[src/rtl/maze_solver_sched.sv]
`timescale 1ns/1ps
// maze_solver_sched: two-port round-robin scheduler in front of a shared 15x15 maze solver.
// The granted requester streams CELLS maze bits through to the solver. Path steps or the
// maze-not-valid verdict are routed back to the owner, and a done pulse closes each job.
// Ports: req/gnt arbitration; src_valid/src_maze maze input per requester; slv_* solver side;
// res_valid/res_x/res_y/res_not_valid/done per-requester results; timeout watchdog pulse.
// Optional watchdog: define MAZE_SCHED_WATCHDOG_EN to abort a solver silent for TIMEOUT cycles.
module maze_solver_sched #(
  parameter int CELLS   = 225,
  parameter int TIMEOUT = 1000
) (
  input  logic       clk,
  input  logic       rst,
  input  logic [1:0] req,
  output logic [1:0] gnt,
  input  logic [1:0] src_valid,
  input  logic [1:0] src_maze,
  output logic       slv_in_valid,
  output logic       slv_maze,
  input  logic       slv_out_valid,
  input  logic       slv_not_valid,
  input  logic [3:0] slv_x,
  input  logic [3:0] slv_y,
  output logic       slv_abort,
  output logic [1:0] res_valid,
  output logic [3:0] res_x,
  output logic [3:0] res_y,
  output logic [1:0] res_not_valid,
  output logic [1:0] done,
  output logic       timeout
);

  typedef enum logic [2:0] {IDLE, LOAD, WAIT, STREAM, DONE} state_t;

  localparam logic [7:0] CELLS_W = CELLS[7:0];

  state_t     state;
  logic       owner;
  logic       rr;
  logic [7:0] bit_cnt;
  logic       pick;
  logic [1:0] owner_oh;

  // With both requesting, the rr pointer decides; a lone requester always wins.
  always_comb begin
    pick = rr;
    if (req == 2'b01) pick = 1'b0;
    else if (req == 2'b10) pick = 1'b1;
  end

  assign owner_oh = owner ? 2'b10 : 2'b01;

`ifdef MAZE_SCHED_WATCHDOG_EN
  localparam int WDW = $clog2(TIMEOUT + 1);
  localparam logic [WDW-1:0] WD_LAST = WDW'(TIMEOUT - 1);
  logic [WDW-1:0] wd_cnt;
`else
  assign slv_abort = 1'b0;
  assign timeout   = 1'b0;
`endif

  always_ff @(posedge clk or posedge rst) begin
    if (rst) begin
      state         <= IDLE;
      owner         <= 1'b0;
      rr            <= 1'b0;
      bit_cnt       <= 8'd0;
      gnt           <= 2'b00;
      slv_in_valid  <= 1'b0;
      slv_maze      <= 1'b0;
      res_valid     <= 2'b00;
      res_x         <= 4'd0;
      res_y         <= 4'd0;
      res_not_valid <= 2'b00;
      done          <= 2'b00;
`ifdef MAZE_SCHED_WATCHDOG_EN
      wd_cnt        <= '0;
      slv_abort     <= 1'b0;
      timeout       <= 1'b0;
`endif
    end else begin
      // Pulse-style outputs default low each cycle; res_x/res_y hold.
      slv_in_valid  <= 1'b0;
      slv_maze      <= 1'b0;
      res_valid     <= 2'b00;
      res_not_valid <= 2'b00;
      done          <= 2'b00;
`ifdef MAZE_SCHED_WATCHDOG_EN
      slv_abort     <= 1'b0;
      timeout       <= 1'b0;
`endif
      case (state)
        IDLE: begin
          if (|req) begin
            owner   <= pick;
            gnt     <= pick ? 2'b10 : 2'b01;
            bit_cnt <= 8'd0;
            state   <= LOAD;
          end
        end

        LOAD: begin
          slv_in_valid <= src_valid[owner];
          slv_maze     <= src_maze[owner];
          // The counter reaching CELLS moves us to WAIT on the following edge.
          if (bit_cnt == CELLS_W) begin
            state <= WAIT;
`ifdef MAZE_SCHED_WATCHDOG_EN
            wd_cnt <= '0;
`endif
          end else if (src_valid[owner]) begin
            bit_cnt <= bit_cnt + 8'd1;
          end
        end

        WAIT: begin
          // A not-valid verdict outranks a path step; either outranks the watchdog.
          if (slv_not_valid) begin
            res_not_valid <= owner_oh;
            gnt           <= 2'b00;
            done          <= owner_oh;
            rr            <= ~owner;
            state         <= DONE;
          end else if (slv_out_valid) begin
            res_valid <= owner_oh;
            res_x     <= slv_x;
            res_y     <= slv_y;
            state     <= STREAM;
          end
`ifdef MAZE_SCHED_WATCHDOG_EN
          else if (wd_cnt == WD_LAST) begin
            slv_abort <= 1'b1;
            timeout   <= 1'b1;
            gnt       <= 2'b00;
            done      <= owner_oh;
            rr        <= ~owner;
            state     <= DONE;
          end else begin
            wd_cnt <= wd_cnt + WDW'(1);
          end
`endif
        end

        STREAM: begin
          if (slv_out_valid) begin
            res_valid <= owner_oh;
            res_x     <= slv_x;
            res_y     <= slv_y;
          end else begin
            gnt   <= 2'b00;
            done  <= owner_oh;
            rr    <= ~owner;
            state <= DONE;
          end
        end

        // gnt was dropped and done pulsed on entry, so DONE and the following
        // IDLE cycle form the two grant-free cycles between jobs.
        DONE: state <= IDLE;

        default: state <= IDLE;
      endcase
    end
  end

endmodule
[config.mk]
export PLATFORM = sky130hd
export DESIGN_NAME = maze_solver_sched
export DESIGN_NICKNAME = d
export VERILOG_FILES = /design/src/rtl/maze_solver_sched.sv
export SDC_FILE = /design/constraint.sdc
export NUM_CORES = 1
export LEC_CHECK = 0
export CAP_MARGIN = 30
export CELL_PAD_IN_SITES_DETAIL_PLACEMENT = 1
export CELL_PAD_IN_SITES_GLOBAL_PLACEMENT = 1
export CORE_MARGIN = 5
export CORE_UTILIZATION = 39
export CTS_CLUSTER_DIAMETER = 150
export DETAILED_ROUTE_END_ITERATION = 8
export MAX_ROUTING_LAYER = met4
export PLACE_DENSITY = 0.95
export RECOVER_POWER = 25
export SETUP_SLACK_MARGIN = 0.4
export SKIP_CTS_REPAIR_TIMING = 1
export SLEW_MARGIN = 20
export SYNTH_ARGS = -nofsm -noshare
export SYNTH_HDL_FRONTEND = slang
export SYNTH_SLANG_ARGS = --single-unit
[constraint.sdc]
create_clock -name clk -period 3.3 [get_ports clk]
set_input_delay 0.495 -clock clk [delete_from_list [all_inputs] [get_ports clk]]
set_output_delay 0.495 -clock clk [all_outputs]
set_load 0.02 [all_outputs]
==> flow_metrics.tcl <==
set metrics [dict create \
    drt-total-wl_um 3730 \
    tightest_slew_ns 1.58 \
    layout_common_cells "34 x clkdlybuf4s50_1, 31 x dfrtp_1, 11 x nand2_1, 11 x nor2_1, 10 x o21ai_0" \
    htreeDepth 2 \
    io_pins 38 \
    total_power_mw 1.13 \
    overflow 0 \
    dr.pass1.iters 5 \
    antenna_found_initial 0 \
    area_growth_pct 29.6 \
    r2r_cells 6 \
    drive_gt1_share_pct 11.2 \
    antenna_left 0 \
    finalHoldViolCount 0 \
    clk_path_buf_depth 2 \
    place_congestion 0.986 \
    cts_sinks 31 \
    seq_area_frac_synth_pct 54.8 \
    die_w_um 70.3 \
    p_int_uw 708 \
    p_comb_share_pct 31.9 \
    highest_layer "met4" \
    final.setup.tns_ns 0 \
    power.share.clock_pct 19.9 \
    dieArea_sq_um 4940 \
    cts_buffers 5 \
    seqPwrFrac_pct 48.1 \
    avgSynthCellArea_sq_um 10.6 \
    dieHeight_um 70.3 \
    dr_wl_met3_um 249 \
    drv_cap 1 \
    layout_commonest_cell "clkdlybuf4s50_1" \
    grt_pass1_wl_um 6360 \
    cellLeakagePower_nw 0.840 \
    switchingPower_uw 424 \
    place_area_sq_um 1780 \
    ys_seq_elements 31 \
    initial_core_util_pct 41.5 \
    synthCells 134 \
    critPathKind "reg2reg" \
    track_usage_pct 17.4 \
    arrival_ns 2.36 \
    cp-start-kind "flop" \
    finalSetupViolCount 0 \
    placed_cells 209 \
    period_minus_slack_ns 2.14 \
    rsz0062_at_grt "false" \
    fmax_mhz 468 \
    period_share_pct 64.7 \
    syn_area_sq_um 1420 \
    final_cells 216 \
    holdWs_ns 0.496 \
    diodes 0 \
    min_path_type "reg2reg" \
    clk_pin_slew_ns 0.09 \
    required_ns 3.52 \
    r2r_slack_ns 1.16 \
    grt_max_degree 32 \
    portBuffers 35 \
    core_sq_um 3420 \
    utilization_pct 53.7 \
    timing.rr.end "bit_cnt[1]" \
    via_per_inst 5.38 \
    hold_start "bit_cnt[7]" \
    slew_viol_final 32 \
    tritoncts "built" \
    post-route-cell-area_sq_um 1840 \
    clkLatencyLatePin_ns 0.33 \
    routed-wl-met2_um 1780 \
    yosys_warnings 0 \
    place_hpwl_um 2950 \
    finalNetCount 190 \
    synthFlopType "dfrtp_1" \
    synth-async-reset-ratio_pct 100 \
    wl_met1_um 1550 \
    synth_edf_count 0 \
    relSlewSlack_pct -5.52 \
    worst-path-max-fanout 9 \
    fillers 388 \
    r2r_start "bit_cnt[1]" \
    worstSetupStartpoint "bit_cnt[1]" \
    post_drt_wl_per_cell_um 17.3 \
    drc 0 \
    fin_skew_ns 0.00499 \
    status "finished with violations" \
    vias 1161 \
    power_density_nw_per_um2 617 \
    grt_pass1_vias 1214 \
    netSwitchingFraction_pct 37.5 \
    endpoint_kind "flop" \
    min_to "bit_cnt[7]" \
    rows 21 \
    finalWorstSetupSlack_ns 1.16 \
    violations "max-capacitance violations, max-slew violations" \
    min_path_cells 1 \
    ir_worst_vdd_mv 0.294 \
    drt_iter0_drc 81 \
    ctsRootBufferMaster "clkbuf_4" \
    synth_cell_types 36 \
    dpl_worst_slack_ns 1.14 \
]
[logic make-up (layout without fill, tap and decap cells)]
| group | count (synthesis) | after routing | synth area share [%] |
|---|---|---|---|
| buf+inv | 14 | 49 | 5.30 |
| fa+ha+maj | 2 | 2 | 1.77 |
| mux | 11 | 11 | 8.83 |
| simple gates | 48 | 48 | 17.2 |
| other cells | 1 | 2 | 0.265 |
| compound gates | 27 | 27 | 11.8 |
| flops | 31 | 31 | 54.8 |
[power by group through the flow]
stage                     Clock [mW]  Combinational [mW]  Sequential [mW]
after floorplan                    0               0.254            0.530
after global placement             0               0.335            0.537
after detailed placement           0               0.366            0.549
after CTS                      0.233               0.367            0.542
after global routing           0.254               0.403            0.557
final                          0.225               0.362            0.545
[synthesized netlist by cell type (all sizes together) (2+ instances only)]
cell type	count	area share, %
a21oi	2	0.71
a31oi	8	3.5
and2	2	0.88
buf	7	3.4
dfrtp	31	55
ha	2	1.8
inv	6	1.6
mux2	9	7.4
mux2i	2	1.4
nand2	11	2.9
nand3	8	2.8
nand4	2	0.88
nor2	13	4.2
nor2b	3	1.3
nor3	3	1.1
o21ai	10	3.5
[worst max-delay path by stage]
stage / end / slack, ns / cells after the start
floorplan: bit_cnt[1] / 1.40 / 8
global placement: rr / 1.21 / 6
detailed placement: rr / 1.14 / 6
CTS: bit_cnt[1] / 1.17 / 6
global route: rr / 0.83 / 3
finish: bit_cnt[1] / 1.16 / 6
[state kept, by name, indices dropped and copies added (netlist names)]
register and flops:
res_x 4, bit_cnt 8, res_y 4, slv_in_valid 1, state 3, rr 1, done 2, res_valid 2
owner 1, slv_maze 1, res_not_valid 2, gnt 2
[layout make-up]
cell class / count / area, sq um / area share, %
repair buffers: 36 / 354 / 19.3
well taps: 46 / 57.6 / 3.14
inverters: 6 / 22.5 / 1.23
clock buffers: 6 / 51.3 / 2.79
multi-input cells: 90 / 569 / 31.0
flip-flops and latches: 31 / 776 / 42.3
clock inverters: 1 / 5.00 / 0.273
[per-layer routing]
layer  GRT usage, %  vias up
met4           8.94        0
met5              -        -
met1           19.6      550
li1               -      534
met2           27.3       62
met3           5.74       15
[worst max-delay path, stage by stage, from the launching register on]
cell and delay, ns:
dfrtp_1 0.45, inv_1 0.08, ha_1 0.15, nand4_1 0.10, or4_1 0.57, a21bo_1 0.33
mux2_4 0.33
(Power assumes the default switching activity.)
